--- config.mk ---
export PLATFORM = sky130hd
export DESIGN_NAME = raster_pixel_writer
export DESIGN_NICKNAME = d
export VERILOG_FILES = /design/src/rtl/raster_pixel_writer.sv
export SDC_FILE = /design/constraint.sdc
export NUM_CORES = 1
export LEC_CHECK = 0
export ABC_AREA = 1
export BUFFER_PORTS_ARGS = -buffer_cell sky130_fd_sc_hd__buf_2
export CAP_MARGIN = 20
export CORE_UTILIZATION = 60
export DETAILED_ROUTE_END_ITERATION = 6
export PLACE_DENSITY = 0.83
export SLEW_MARGIN = 20
export SYNTH_ARGS = -nofsm -noshare
export SYNTH_HDL_FRONTEND = slang
export SYNTH_SLANG_ARGS = --single-unit
--- constraint.sdc ---
create_clock -name clock -period 5.1 [get_ports clock]
set_input_delay 0.51 -clock clock [delete_from_list [all_inputs] [get_ports clock]]
set_output_delay 0.51 -clock clock [all_outputs]
set_load 0.1 [all_outputs]
--- src/rtl/raster_pixel_writer.sv ---
`default_nettype none
// ============================================================================
//  Module      : raster_pixel_writer
//  Description : Buffers rasterizer pixels, runs a 2-bit depth test against
//                an external depth buffer, writes passing pixels to the
//                framebuffer, clears the depth buffer on request and signals
//                frame completion.
//  Revision    : 1.0 - initial release
// ============================================================================
module raster_pixel_writer #(
    parameter int SCREEN_W   = 640,
    parameter int SCREEN_H   = 480,
    parameter int FIFO_DEPTH = 4,
    parameter int ADDR_W     = 19
) (
    input  logic              clock,
    input  logic              reset_n,
    input  logic              in_sig_start_new_triangle,
    input  logic              in_sig_clear_depth,
    input  logic              in_sig_write_pixel,
    input  logic              in_sig_rasterize_done,
    input  logic [15:0]       in_pixel_x,
    input  logic [15:0]       in_pixel_y,
    input  logic [1:0]        in_pixel_depth,
    input  logic [15:0]       in_pixel_color,
    output logic [ADDR_W-1:0] out_zb_addr,
    output logic [1:0]        out_zb_wdata,
    output logic              out_zb_we,
    input  logic [1:0]        in_zb_rdata,
    output logic [ADDR_W-1:0] out_fb_addr,
    output logic [15:0]       out_fb_data,
    output logic              out_fb_we,
    input  logic              in_fb_ready,
    output logic              out_sig_fifo_full,
    output logic              out_sig_busy,
    output logic              out_sig_overflow,
    output logic              out_sig_frame_done,
    output logic [19:0]       out_pixels_written,
    output logic [19:0]       out_pixels_rejected
);

    localparam int                c_ptr_w    = (FIFO_DEPTH > 1) ? $clog2(FIFO_DEPTH) : 1;
    localparam int                c_entry_w  = ADDR_W + 18;
    localparam logic [15:0]       c_screen_w = 16'(SCREEN_W);
    localparam logic [15:0]       c_screen_h = 16'(SCREEN_H);
    localparam logic [ADDR_W-1:0] c_clr_last = ADDR_W'(SCREEN_W * SCREEN_H - 1);
    localparam logic [c_ptr_w:0]  c_fifo_cap = (c_ptr_w + 1)'(FIFO_DEPTH);

    typedef enum logic [2:0] {
        ST_IDLE     = 3'd0,
        ST_READ_Z   = 3'd1,
        ST_TEST     = 3'd2,
        ST_WRITE_FB = 3'd3,
        ST_CLEAR    = 3'd4
    } state_t;

    state_t                state_q, state_d;
    logic [c_entry_w-1:0]  fifo_mem_q [FIFO_DEPTH];
    logic [c_ptr_w-1:0]    wr_ptr_q, wr_ptr_d, rd_ptr_q, rd_ptr_d;
    logic [c_ptr_w:0]      count_q, count_d;
    logic [ADDR_W-1:0]     work_addr_q, work_addr_d;
    logic [1:0]            work_depth_q, work_depth_d;
    logic [15:0]           work_color_q, work_color_d;
    logic [ADDR_W-1:0]     clr_addr_q, clr_addr_d;
    logic                  clear_pend_q, clear_pend_d;
    logic                  done_seen_q, done_seen_d;
    logic                  raster_done_prev_q, raster_done_prev_d;
    logic                  overflow_q, overflow_d;
    logic [19:0]           written_q, written_d;
    logic [19:0]           rejected_q, rejected_d;

    logic                  w_on_screen, w_strobe_ok, w_fifo_empty, w_fifo_full;
    logic                  w_pop, w_push, w_drop, w_enter_clear, w_depth_pass;
    logic                  w_fire_done, w_fb_accept, w_test_fail;
    logic [ADDR_W-1:0]     w_pix_addr;
    logic [c_entry_w-1:0]  w_push_entry, w_head_entry;
    logic [1:0]            w_rej_inc;
    logic [20:0]           w_rej_sum;

    assign w_on_screen   = (in_pixel_x < c_screen_w) && (in_pixel_y < c_screen_h);
    assign w_strobe_ok   = in_sig_write_pixel && w_on_screen;
    assign w_fifo_empty  = (count_q == '0);
    assign w_fifo_full   = (count_q == c_fifo_cap);
    assign w_pop         = (state_q == ST_IDLE) && !w_fifo_empty;
    // A full FIFO still accepts a pixel when the head leaves in the same cycle
    assign w_push        = w_strobe_ok && (!w_fifo_full || w_pop);
    assign w_drop        = w_strobe_ok && w_fifo_full && !w_pop;
    assign w_enter_clear = (state_q == ST_IDLE) && clear_pend_q && w_fifo_empty;
    assign w_depth_pass  = (work_depth_q <= in_zb_rdata);
    assign w_fb_accept   = (state_q == ST_WRITE_FB) && in_fb_ready;
    assign w_test_fail   = (state_q == ST_TEST) && !w_depth_pass;
    assign w_fire_done   = done_seen_q && (state_q == ST_IDLE) && w_fifo_empty && !clear_pend_q;
    assign w_pix_addr    = ADDR_W'(in_pixel_y) * ADDR_W'(SCREEN_W) + ADDR_W'(in_pixel_x);
    assign w_push_entry  = {w_pix_addr, in_pixel_depth, in_pixel_color};
    assign w_head_entry  = fifo_mem_q[rd_ptr_q];
    // Off-screen strobe and a failed depth test can land in the same cycle
    assign w_rej_inc     = {1'b0, in_sig_write_pixel && !w_on_screen} + {1'b0, w_test_fail};
    assign w_rej_sum     = {1'b0, rejected_q} + {19'd0, w_rej_inc};

    // FIFO bookkeeping, status flags and saturating counters
    always_comb begin
        wr_ptr_d = wr_ptr_q;
        rd_ptr_d = rd_ptr_q;
        count_d  = count_q;
        if (w_push) wr_ptr_d = wr_ptr_q + c_ptr_w'(1);
        if (w_pop)  rd_ptr_d = rd_ptr_q + c_ptr_w'(1);
        case ({w_push, w_pop})
            2'b10:   count_d = count_q + (c_ptr_w + 1)'(1);
            2'b01:   count_d = count_q - (c_ptr_w + 1)'(1);
            default: count_d = count_q;
        endcase

        overflow_d         = (overflow_q && !in_sig_start_new_triangle) || w_drop;
        raster_done_prev_d = in_sig_rasterize_done;

        done_seen_d = done_seen_q;
        if (w_fire_done) done_seen_d = 1'b0;
        if (in_sig_rasterize_done && !raster_done_prev_q) done_seen_d = 1'b1;
        if (in_sig_start_new_triangle) done_seen_d = 1'b0;

        clear_pend_d = clear_pend_q;
        if (w_enter_clear) clear_pend_d = 1'b0;
        if (in_sig_clear_depth) clear_pend_d = 1'b1;

        written_d = written_q;
        if (w_fb_accept && (written_q != '1)) written_d = written_q + 20'd1;
        rejected_d = w_rej_sum[20] ? '1 : w_rej_sum[19:0];
        if (w_enter_clear) begin
            written_d  = '0;
            rejected_d = '0;
        end
    end

    // Pixel-processing state machine and working registers
    always_comb begin
        state_d      = state_q;
        work_addr_d  = work_addr_q;
        work_depth_d = work_depth_q;
        work_color_d = work_color_q;
        clr_addr_d   = clr_addr_q;
        case (state_q)
            ST_IDLE: begin
                if (w_enter_clear) begin
                    state_d    = ST_CLEAR;
                    clr_addr_d = '0;
                end else if (w_pop) begin
                    {work_addr_d, work_depth_d, work_color_d} = w_head_entry;
                    state_d = ST_READ_Z;
                end
            end
            ST_READ_Z:   state_d = ST_TEST;
            ST_TEST:     state_d = w_depth_pass ? ST_WRITE_FB : ST_IDLE;
            ST_WRITE_FB: if (in_fb_ready) state_d = ST_IDLE;
            ST_CLEAR: begin
                if (clr_addr_q == c_clr_last) begin
                    state_d    = ST_IDLE;
                    clr_addr_d = '0;
                end else begin
                    clr_addr_d = clr_addr_q + ADDR_W'(1);
                end
            end
            default: state_d = ST_IDLE;
        endcase
    end

    // Control and datapath registers with synchronous active-low reset
    always_ff @(posedge clock) begin
        if (!reset_n) begin
            state_q            <= ST_IDLE;
            wr_ptr_q           <= '0;
            rd_ptr_q           <= '0;
            count_q            <= '0;
            work_addr_q        <= '0;
            work_depth_q       <= '0;
            work_color_q       <= '0;
            clr_addr_q         <= '0;
            clear_pend_q       <= 1'b0;
            done_seen_q        <= 1'b0;
            raster_done_prev_q <= 1'b0;
            overflow_q         <= 1'b0;
            written_q          <= '0;
            rejected_q         <= '0;
        end else begin
            state_q            <= state_d;
            wr_ptr_q           <= wr_ptr_d;
            rd_ptr_q           <= rd_ptr_d;
            count_q            <= count_d;
            work_addr_q        <= work_addr_d;
            work_depth_q       <= work_depth_d;
            work_color_q       <= work_color_d;
            clr_addr_q         <= clr_addr_d;
            clear_pend_q       <= clear_pend_d;
            done_seen_q        <= done_seen_d;
            raster_done_prev_q <= raster_done_prev_d;
            overflow_q         <= overflow_d;
            written_q          <= written_d;
            rejected_q         <= rejected_d;
        end
    end

    // FIFO storage; contents are don't-care while the occupancy count is zero
    always_ff @(posedge clock) begin
        if (w_push) fifo_mem_q[wr_ptr_q] <= w_push_entry;
    end

    assign out_zb_we           = (state_q == ST_CLEAR) || ((state_q == ST_TEST) && w_depth_pass);
    assign out_zb_wdata        = (state_q == ST_CLEAR) ? 2'b11 :
                                 (((state_q == ST_TEST) && w_depth_pass) ? work_depth_q : 2'b00);
    assign out_zb_addr         = (state_q == ST_CLEAR) ? clr_addr_q : work_addr_q;
    assign out_fb_we           = (state_q == ST_WRITE_FB);
    assign out_fb_addr         = work_addr_q;
    assign out_fb_data         = work_color_q;
    assign out_sig_fifo_full   = w_fifo_full;
    assign out_sig_busy        = (state_q != ST_IDLE) || !w_fifo_empty;
    assign out_sig_overflow    = overflow_q;
    assign out_sig_frame_done  = w_fire_done;
    assign out_pixels_written  = written_q;
    assign out_pixels_rejected = rejected_q;

endmodule
`default_nettype wire

==> out/metrics.csv <==
stage,metric,value,unit
run_status,status,"finished, final reports clean",
global_route,grt_pass1_wl,44900,um
cts,cts_buffers,26,
timing,timing.hold.ws,0.155,ns
global_route,grt_antenna_before_repair,1,
placed_design,detailed_place_hpwl,18500,um
critical_path,cp.arrival,2.58,ns
floorplan,die_y,144,um
cts,hold_buffers,0,
route,drt_iter0_markers,798,
final_layout,nFillCells,1488,
critical_path,crit_chain,nor2_1 > nand2_2 > clkinv_1 > o21a_1 > buf_2,
power,switching_share,42.3,%
final_layout,area_delta_synth_final,15.6,%
synthesis,synth_area,0.0121,mm^2
power,max-vdd-ir-drop,0.386,mV
synthesis,synth.largest_area_cell,edfxtp_1,
final_layout,final_cell_mix,"nor2_1 (223), nand2_1 (211), buf_2 (160)",
global_route,grt_max_degree,77,
timing,slew_headroom,28.3,%
critical_path,end_kind,output pin,
final_layout,layout_commonest_cell,nor2_1,
critical_path,crit-reg2reg-launch,work_depth_q[1]$_SDFFE_PN0P_,
critical_path,path_buf_inv,2,
power,combPwrFrac,36.5,%
critical_path,crit_path_start,state_q[0]$_SDFFE_PN0P_,
cts,cts_num_sinks,258,
route,first_pass_iters,6,
critical_path,cpPeakStageDelay,0.52,ns
hold_path,hold_path_depth,2,
power,clock_power_share,27.9,%
synthesis,netlist.area_leader.share,36.9,%
synthesis,ys_top_cells_by_area,"edfxtp_1 (37%), dfxtp_1 (18%), nor2_1 (7.1%)",
route,routed_wl,28300,um
timing,fmax,323,MHz
timing,fin_skew,0.0194,ns
floorplan,die_w,144,um
synthesis,syn_inst,1352,
power,total_power,6.98,mW
placed_design,pre_cts_slack,1.76,ns
critical_path,start_kind,register,
cts,root_buffer,clkbuf_16,
final_layout,final_area,0.0139,mm^2
final_layout,drive_gt1_share,15.8,%
critical_path,path_delay_family,buffers and inverters,
placed_design,post-place-cells,1734,
floorplan,die_area,0.0207,mm^2
cts,clkTransAtPathRegs,0.06,ns
timing,tns,0,ns
final_layout,finalNonFillerCells,1782,
power,pwr-share-seq,35.6,%
floorplan,coreArea,0.0196,mm^2
global_route,grt_usage,27.6,%
run,cap_violations,0,
synthesis,syn_area_per_cell,8.91,um^2
cts,clock_latency,0.53,ns
hold_path,hp-start,in_sig_start_new_triangle,
placed_design,gp_congestion,0.913,
synthesis,yosysWarnings,0,
timing,period_share,60.7,%
cts,htreeDepth,1,
hold_path,worstHoldPathType,in2reg,
timing,period_minus_slack,3.09,ns
floorplan,start_util,61.5,%
global_route,grt.overflow.total,0,
synthesis,ys_types,42,
timing,hold_viol,0,
timing,finalSetupViolations,0,
hold_path,hold-path-endpoint,done_seen_q$_SDFFE_PP0P_,
critical_path,critPathKind,reg2out,
timing,slew_viol_final,0,
placed_design,placed_cell_area,0.0130,mm^2
route,via_per_inst,5.62,
cts,clockBufferDepth,3,
synthesis,seq_area_frac_synth,55.2,%
placed_design,portBuffers,160,
floorplan,ioPinCount,161,
timing,fin_ws,2.01,ns
route,final_antenna_net_count,0,
route,vias,10000,
global_route,grt_pass1_vias,9188,
critical_path,required,4.59,ns
critical_path,slowest_stage,clkinv_1,
critical_path,r2r_cells,15,
cts,cts_tree,done,
timing,worst_pin_slew,1.08,ns
timing,rsz0062_at_grt,false,
floorplan,row_count,51,
final_layout,n_antenna_cell,0,
critical_path,r2r-end,out_pixels_rejected[13]$_SDFF_PP0_,
final_layout,final_util,71.1,%
critical_path,crit_fanout,41,
power,power_switching,2.95,mW
cts,cts_setup_buffers,0,
synthesis,ys_ff_latch,258,
power,p_int,4.03,mW
critical_path,reg2reg_slack,2.02,ns
power,power.leakage,5.61,nW
synthesis,syn_nets,1450,
power,powerDensity,501,mW/mm^2
route,wire_per_inst,15.9,um
final_layout,nNetsFinal,1595,
cts,cts-resized-gates,0,
route,drc,0,
power groups by stage:
stage	logic [mW]	clock network [mW]	registers (mW)
after floorplan	1.45	0	3.13
after global placement	2.47	0	2.52
after detailed placement	2.52	0	2.52
after CTS	2.53	1.96	2.48
after global routing	2.71	2.05	2.49
final	2.54	1.95	2.49
per-layer routing:
metal | global-route usage [%] | part of all wire, % | vias up
met5 | 0 | 0 | -
met4 | 6.94 | 1.5 | 0
met3 | 4.50 | 7.5 | 42
met2 | 47.1 | 49 | 371
met1 | 36.6 | 42 | 4736
li1 | - | - | 4865
synthesized netlist by cell type (all sizes together):
library cell	number
a211oi	1
a21o	2
a21oi	68
a31oi	41
and3	1
buf	23
clkbuf	29
clkinv	2
dfxtp	110
edfxtp	148
fa	4
ha	35
inv	118
nand2	216
nand3	57
nand3b	6
nand4	18
nor2	233
nor3	23
nor4	1
o211a	1
o211ai	1
o21a	3
o21ai	158
o22ai	2
or2	8
or3	2
xnor2	17
xor2	24
worst reg2reg max path: cells and delay by family, from the launching register on:
kind,cells,cell delay (ns)
simple gates,7,1.30
fa+ha+maj,3,0.95
buf+inv,3,0.18
compound gates,2,0.22
flops,1,0.36
area by class of cell:
type | count | area [um^2] | share of cell area [%]
Tap cell | 265 | 332 | 2.38
Timing Repair Buffer | 169 | 868 | 6.23
Clock buffer | 32 | 704 | 5.06
Inverter | 120 | 452 | 3.24
Clock inverter | 16 | 175 | 1.26
Sequential cell | 258 | 6650 | 47.7
Multi-Input combinational cell | 922 | 4750 | 34.1
registers in the layout, indices dropped and copies added (netlist names), 2 cells and up:
signal / count
out_fb_data: 16
out_fb_addr: 19
out_pixels_rejected: 20
state_q: 3
work_depth_q: 2
clr_addr_q: 19
rd_ptr_q: 2
count_q: 3
out_pixels_written: 20
wr_ptr_q: 2
fifo_mem_q: 148
kinds of logic (layout without fill, tap and decap cells):
logic type | Yosys count | in the layout | share of synthesized area (%)
xor+xnor | 41 | 41 | 2.98
fa+ha+maj | 39 | 39 | 4.30
compound gates | 277 | 277 | 12.1
simple gates | 565 | 565 | 19.7
buf+inv | 172 | 337 | 5.71
flops | 258 | 258 | 55.2
worst max-delay path by stage:
| stage | to | depth (start not counted) |
|---|---|---|
| after global routing | out_pixels_rejected[13]$_SDFF_PP0_ | 15 |
| after global placement | fifo_mem_q[2][35]$_DFFE_PP_ | 19 |
| after detailed placement | fifo_mem_q[3][35]$_DFFE_PP_ | 19 |
| after floorplan | out_zb_wdata[0] | 7 |
| final | out_zb_wdata[1] | 5 |
| after CTS | out_zb_wdata[1] | 5 |
Power figures use the tool's default switching activity.
